===== src/rtl/actel_cfg_pkg.sv =====
// Shared constants, state encoding and helpers for the S1 configuration loader.
package actel_cfg_pkg;

  localparam int CELL_BITS = 7;

  // Bit offsets of each static pin inside a 7-bit cell slice
  localparam int D00_OFS = 6;
  localparam int D01_OFS = 5;
  localparam int D10_OFS = 4;
  localparam int D11_OFS = 3;
  localparam int A1_OFS  = 2;
  localparam int B1_OFS  = 1;
  localparam int A0_OFS  = 0;

  typedef enum logic [2:0] {
    IDLE      = 3'd0,
    SHIFT     = 3'd1,
    PARITY    = 3'd2,
    CHECK_OK  = 3'd3,
    CHECK_BAD = 3'd4,
    DONE      = 3'd5,
    ERROR     = 3'd6
  } cfg_state_e;

  function automatic logic state_accepts_bits(cfg_state_e s);
    return (s == SHIFT) || (s == PARITY);
  endfunction

endpackage


===== src/rtl/actel_cfg_shift_reg.sv =====
// Shadow shift register with running XOR parity; clear has priority over shift.
module actel_cfg_shift_reg
  import actel_cfg_pkg::*;
#(
  parameter int WIDTH = 28
) (
  input  logic             clk,
  input  logic             clr,
  input  logic             clear,
  input  logic             shift_en,
  input  logic             bit_in,
  output logic [WIDTH-1:0] data,
  output logic             parity
);

  logic [WIDTH-1:0] data_q, data_d;
  logic             parity_q, parity_d;

  always_comb begin
    data_d   = data_q;
    parity_d = parity_q;
    if (clear) begin
      data_d   = '0;
      parity_d = 1'b0;
    end else if (shift_en) begin
      data_d   = {data_q[WIDTH-2:0], bit_in};
      parity_d = parity_q ^ bit_in;
    end
  end

  always_ff @(posedge clk or posedge clr) begin
    if (clr) begin
      data_q   <= '0;
      parity_q <= 1'b0;
    end else begin
      data_q   <= data_d;
      parity_q <= parity_d;
    end
  end

  assign data   = data_q;
  assign parity = parity_q;

endmodule


===== src/rtl/actel_s1_cfg_loader.sv =====
// Serial configuration loader for a column of S1 cells: shifts a bitstream into a
// shadow register, checks an even-parity trailer and only then commits cell_cfg.
module actel_s1_cfg_loader
  import actel_cfg_pkg::*;
#(
  parameter int NUM_CELLS = 4
) (
  input  logic                            clk,
  input  logic                            clr,
  input  logic                            start,
  input  logic                            abort,
  input  logic                            cfg_valid,
  input  logic                            cfg_bit,
  output logic                            cfg_ready,
  output logic [NUM_CELLS*CELL_BITS-1:0]  cell_cfg,
  output logic                            busy,
  output logic                            loaded,
  output logic                            err,
  output logic                            done
);

  localparam int TOTAL_BITS = NUM_CELLS * CELL_BITS;
  localparam int CNT_W      = $clog2(TOTAL_BITS + 1);

  cfg_state_e            state_q, state_d;
  logic [CNT_W-1:0]      cnt_q, cnt_d;
  logic [TOTAL_BITS-1:0] cell_cfg_q, cell_cfg_d;
  logic                  busy_q, busy_d;
  logic                  loaded_q, loaded_d;
  logic                  err_q, err_d;
  logic                  done_q, done_d;

  logic                  sr_clear, sr_shift;
  logic [TOTAL_BITS-1:0] shadow;
  logic                  par_acc;
  logic                  xfer;

  // busy_q doubles as cfg_ready: both are high exactly in SHIFT and PARITY
  assign xfer = cfg_valid & busy_q;

  actel_cfg_shift_reg #(.WIDTH(TOTAL_BITS)) u_shift (
    .clk      (clk),
    .clr      (clr),
    .clear    (sr_clear),
    .shift_en (sr_shift),
    .bit_in   (cfg_bit),
    .data     (shadow),
    .parity   (par_acc)
  );

  always_comb begin
    state_d    = state_q;
    cnt_d      = cnt_q;
    cell_cfg_d = cell_cfg_q;
    loaded_d   = loaded_q;
    err_d      = err_q;
    done_d     = 1'b0;
    sr_clear   = 1'b0;
    sr_shift   = 1'b0;

    case (state_q)
      IDLE, DONE, ERROR: begin
        if (start) begin
          state_d  = SHIFT;
          cnt_d    = '0;
          sr_clear = 1'b1;
          loaded_d = 1'b0;
          err_d    = 1'b0;
        end
      end
      SHIFT: begin
        if (abort) begin
          state_d  = IDLE;
          loaded_d = 1'b0;
          err_d    = 1'b0;
        end else if (xfer) begin
          sr_shift = 1'b1;
          cnt_d    = cnt_q + 1'b1;
          if (cnt_q == CNT_W'(TOTAL_BITS - 1)) state_d = PARITY;
        end
      end
      PARITY: begin
        if (abort) begin
          state_d  = IDLE;
          loaded_d = 1'b0;
          err_d    = 1'b0;
        end else if (xfer) begin
          state_d = (par_acc ^ cfg_bit) ? CHECK_BAD : CHECK_OK;
        end
      end
      CHECK_OK: begin
        cell_cfg_d = shadow;
        loaded_d   = 1'b1;
        done_d     = 1'b1;
        state_d    = DONE;
      end
      CHECK_BAD: begin
        err_d   = 1'b1;
        done_d  = 1'b1;
        state_d = ERROR;
      end
      default: state_d = IDLE;
    endcase

    busy_d = state_accepts_bits(state_d);
  end

  always_ff @(posedge clk or posedge clr) begin
    if (clr) begin
      state_q    <= IDLE;
      cnt_q      <= '0;
      cell_cfg_q <= '0;
      busy_q     <= 1'b0;
      loaded_q   <= 1'b0;
      err_q      <= 1'b0;
      done_q     <= 1'b0;
    end else begin
      state_q    <= state_d;
      cnt_q      <= cnt_d;
      cell_cfg_q <= cell_cfg_d;
      busy_q     <= busy_d;
      loaded_q   <= loaded_d;
      err_q      <= err_d;
      done_q     <= done_d;
    end
  end

  assign cfg_ready = busy_q;
  assign busy      = busy_q;
  assign cell_cfg  = cell_cfg_q;
  assign loaded    = loaded_q;
  assign err       = err_q;
  assign done      = done_q;

endmodule

===== config.mk =====
export PLATFORM = sky130hd
export DESIGN_NAME = actel_s1_cfg_loader
export DESIGN_NICKNAME = d
export VERILOG_FILES = /design/src/rtl/actel_cfg_pkg.sv /design/src/rtl/actel_cfg_shift_reg.sv /design/src/rtl/actel_s1_cfg_loader.sv
export SDC_FILE = /design/constraint.sdc
export NUM_CORES = 1
export LEC_CHECK = 0
export ABC_CLOCK_PERIOD_IN_PS = 2130
export CORE_MARGIN = 2
export CORE_UTILIZATION = 35
export DETAILED_ROUTE_END_ITERATION = 8
export SYNTH_ARGS = -nofsm -noshare
export SYNTH_HDL_FRONTEND = slang
export SYNTH_SLANG_ARGS = --single-unit

===== constraint.sdc =====
create_clock -name clk -period 2.13 [get_ports clk]
set_input_delay 0.213 -clock clk [delete_from_list [all_inputs] [get_ports clk]]
set_output_delay 0.213 -clock clk [all_outputs]
set_load 0.02 [all_outputs]

==> impl_metrics.csv <==
group,metric,value,unit
final_layout,final_cell_area,0.003661,sq mm
clocking,cts.repair.resized,0,
die,initial_core_util,0.3576,
clocking,cts-htree-levels,3,
clocking,postCtsHoldBufs,0,
final_layout,final_common_cell,"dfrtp_1",
clocking,clock_latency,340,ps
sta,rsz0062_at_grt,"false",
final_layout,drive_above_1_share,0.1974,
setup_path,worstPathCellList,"or3b_4 > o21bai_1 > a221oi_1 > a211o_1 > mux2i_1",
yosys,syn_area,0.002909,sq mm
yosys,yosysSeqAreaShare,0.5935,
setup_path,rr_startpoint,"state_q[0]",
sta,period_share,0.8832,
yosys,ys_ff_latch,69,
final_layout,layout.cells.non_filler,414,
grt,grt_pass1_wl,8.983,mm
sta,fin_tns_setup,0,ps
final_layout,nets,311,
status,outcome,"completed",
sta,hold_viol_final,0,
grt,grt_max_degree,32,
yosys,ys.flop_type,"dfrtp_1",
clocking,cts_buffer_depth,2,
setup_path,crit_path_max_incr_delay,500,ps
sta,fmax,531.6,MHz
sta,worst_pin_slew,510.8,ps
yosys,synth.distinct_cells,33,
yosys,synth-async-reset-ratio,1.000,
clocking,clkTransAtPathRegs,80,ps
clocking,cts_setup_buffers,0,
worst_hold_path,min_path_type,"input port to async pin",
sta,setup_violations,0,
setup_path,worstPathMaxFanout,9,
routing,postRouteAntennaNets,0,
routing,dr.pass1.iters,4,
setup_path,path_class,"flip-flop to flip-flop",
final_layout,syn_to_final_growth,25.85,%
setup_path,cpMaxStageDelayCell,"dfrtp_1",
power_and_ir_drop,leakage,0.001663,uW
routing,drt-total-wl,5.276,mm
routing,num_vias,1976,
yosys,syn_nets,268,
die,rows,33,
yosys,synth_edf_count,0,
die,io_pins,39,
die,core_area,0.008134,sq mm
yosys,postSynthCellCount,261,
yosys,ys_warn_count,0,
clocking,numCtsBuffers,9,
grt,antenna_found_initial,0,
grt,grt_usage,0.1299,
die,die_w,95.17,um
final_layout,n_antenna_cell,0,
power_and_ir_drop,worst_ir_drop_vdd,0.0002701,V
sta,slew_violations,0,
die,dieHeight,95.17,um
setup_path,cp.required,2400,ps
routing,drcViolationCount,0,
placed_design,place_area,0.003451,sq mm
clocking,cts_num_sinks,69,
setup_path,worstSetupEndpointType,"flip-flop",
setup_path,rr_endpoint,"busy",
yosys,synth_area_per_cell,11.15,sq um
placed_design,detailed_place_hpwl,3.539,mm
clocking,cts_root_buffer,"clkbuf_8",
power_and_ir_drop,power-per-cell-area,711.2,mW/mm^2
run,maxCapViolCount,0,
sta,maxSlewHeadroom,0.6590,
sta,finClkSkew,6.543,ps
routing,vias_per_cell,4.773,
setup_path,r2r_cells,5,
power_and_ir_drop,power,2604,uW
die,die_area,0.009056,sq mm
setup_path,crit_path_start_kind,"flip-flop",
placed_design,place_congestion,0.7244,
final_layout,layout_common_cells,"69 x dfrtp_1, 63 x nand2_1, 38 x clkdlybuf4s50_1, 28 x mux2_2, 28 x a21oi_1",
placed_design,place_inst,398,
routing,drt_iter0_markers,94,
sta,fin_crit,1881,ps
grt,gr-total-overflow,0,
grt,grt_pass1_vias,1921,
setup_path,reg2reg_slack,250,ps
placed_design,portBuffers,38,
routing,wire_per_inst,12.74,um
clocking,tritoncts,"yes",
setup_path,cp_data_arrival_time,2150,ps
[cells in the mapped netlist, types with 3 or more instances]
cell / number / area, sq um
dfrtp_1: 69 / 1727
nand2_1: 63 / 236.5
a21oi_1: 28 / 140.1
mux2_2: 28 / 315.3
buf_2: 10 / 50.05
nor2_1: 9 / 33.78
o21ai_0: 6 / 30.03
xor2_1: 6 / 52.55
buf_6: 3 / 33.78
clkbuf_1: 3 / 11.26
inv_1: 3 / 11.26
nand4_1: 3 / 18.77
nor3_1: 3 / 15.01
o211ai_1: 3 / 22.52
[power by group]
group          leakage (uW)  switching, uW  internal [uW]  total (uW)
registers          0.000961           14.3           1320        1330
logic              0.000601            100           71.4         172
clock network      0.000102            493            604        1100
[per-layer routing]
layer  GRT usage  up-vias  wire [um]  share of wire
met5           0        -          0              0
met4     0.07246        0        109          0.021
met3     0.03162        9        190          0.036
met2      0.1925       36       2319           0.44
met1      0.1743      971       2657           0.50
li1            -      960          -              -
[critical path, delay by kind of cell (launching register included)]
kind	cells	cell delay (ps)
multiplexers	1	190
flip-flops	1	500
AO/OA/AOI/OAI	3	660
AND/OR/NAND/NOR	1	460
[state kept, by name, summed over array words and instances, names as in the netlist]
register	count
cell_cfg	28
u_shift.data	28
cnt_q	5
state_q	3
busy	1
done	1
err	1
loaded	1
u_shift.parity	1
[kinds of logic after synthesis]
group                    Yosys count  synth area share
AND/OR/NAND/NOR                   87            0.1316
flip-flops                        69            0.5935
buffers and inverters             21           0.04172
AO/OA/AOI/OAI                     44           0.08559
adder cells (fa/ha/maj)            3           0.01118
XOR/XNOR                           7           0.02108
multiplexers                      30            0.1153
[cell type report]
type | count | area (sq um)
clock inverters | 5 | 58.81
fillers | 774 | 4473
well taps | 105 | 131.4
inverters | 3 | 11.26
multi-input cells | 171 | 1061
repair buffers | 50 | 520.5
flip-flops and latches | 69 | 1727
clock buffers | 11 | 151.4
[how the worst max path moves through the flow]
stage / from / end / slack (ps) / cells past startpoint
2_1_floorplan: clr / busy / 180 / 1
3_3_place_gp: cfg_bit / busy / 260 / 6
3_5_place_dp: state_q[0] / cnt_q[1] / 280 / 5
4_1_cts: state_q[0] / busy / 260 / 5
5_1_grt: state_q[0] / busy / 110 / 5
6_report: state_q[0] / busy / 250 / 5
[per-stage QoR]
stage	worst slack (ps)	utilization	hold slack (ps)
2_1_floorplan	177.1	-	384.9
3_3_place_gp	261.1	0.4242	489.3
3_5_place_dp	277.9	0.4242	494.7
4_1_cts	257.0	0.4501	228.5
5_1_grt	109.1	0.4501	268.5
6_report	248.9	0.4501	218.9
No activity file was read; power rests on OpenSTA's default activity.
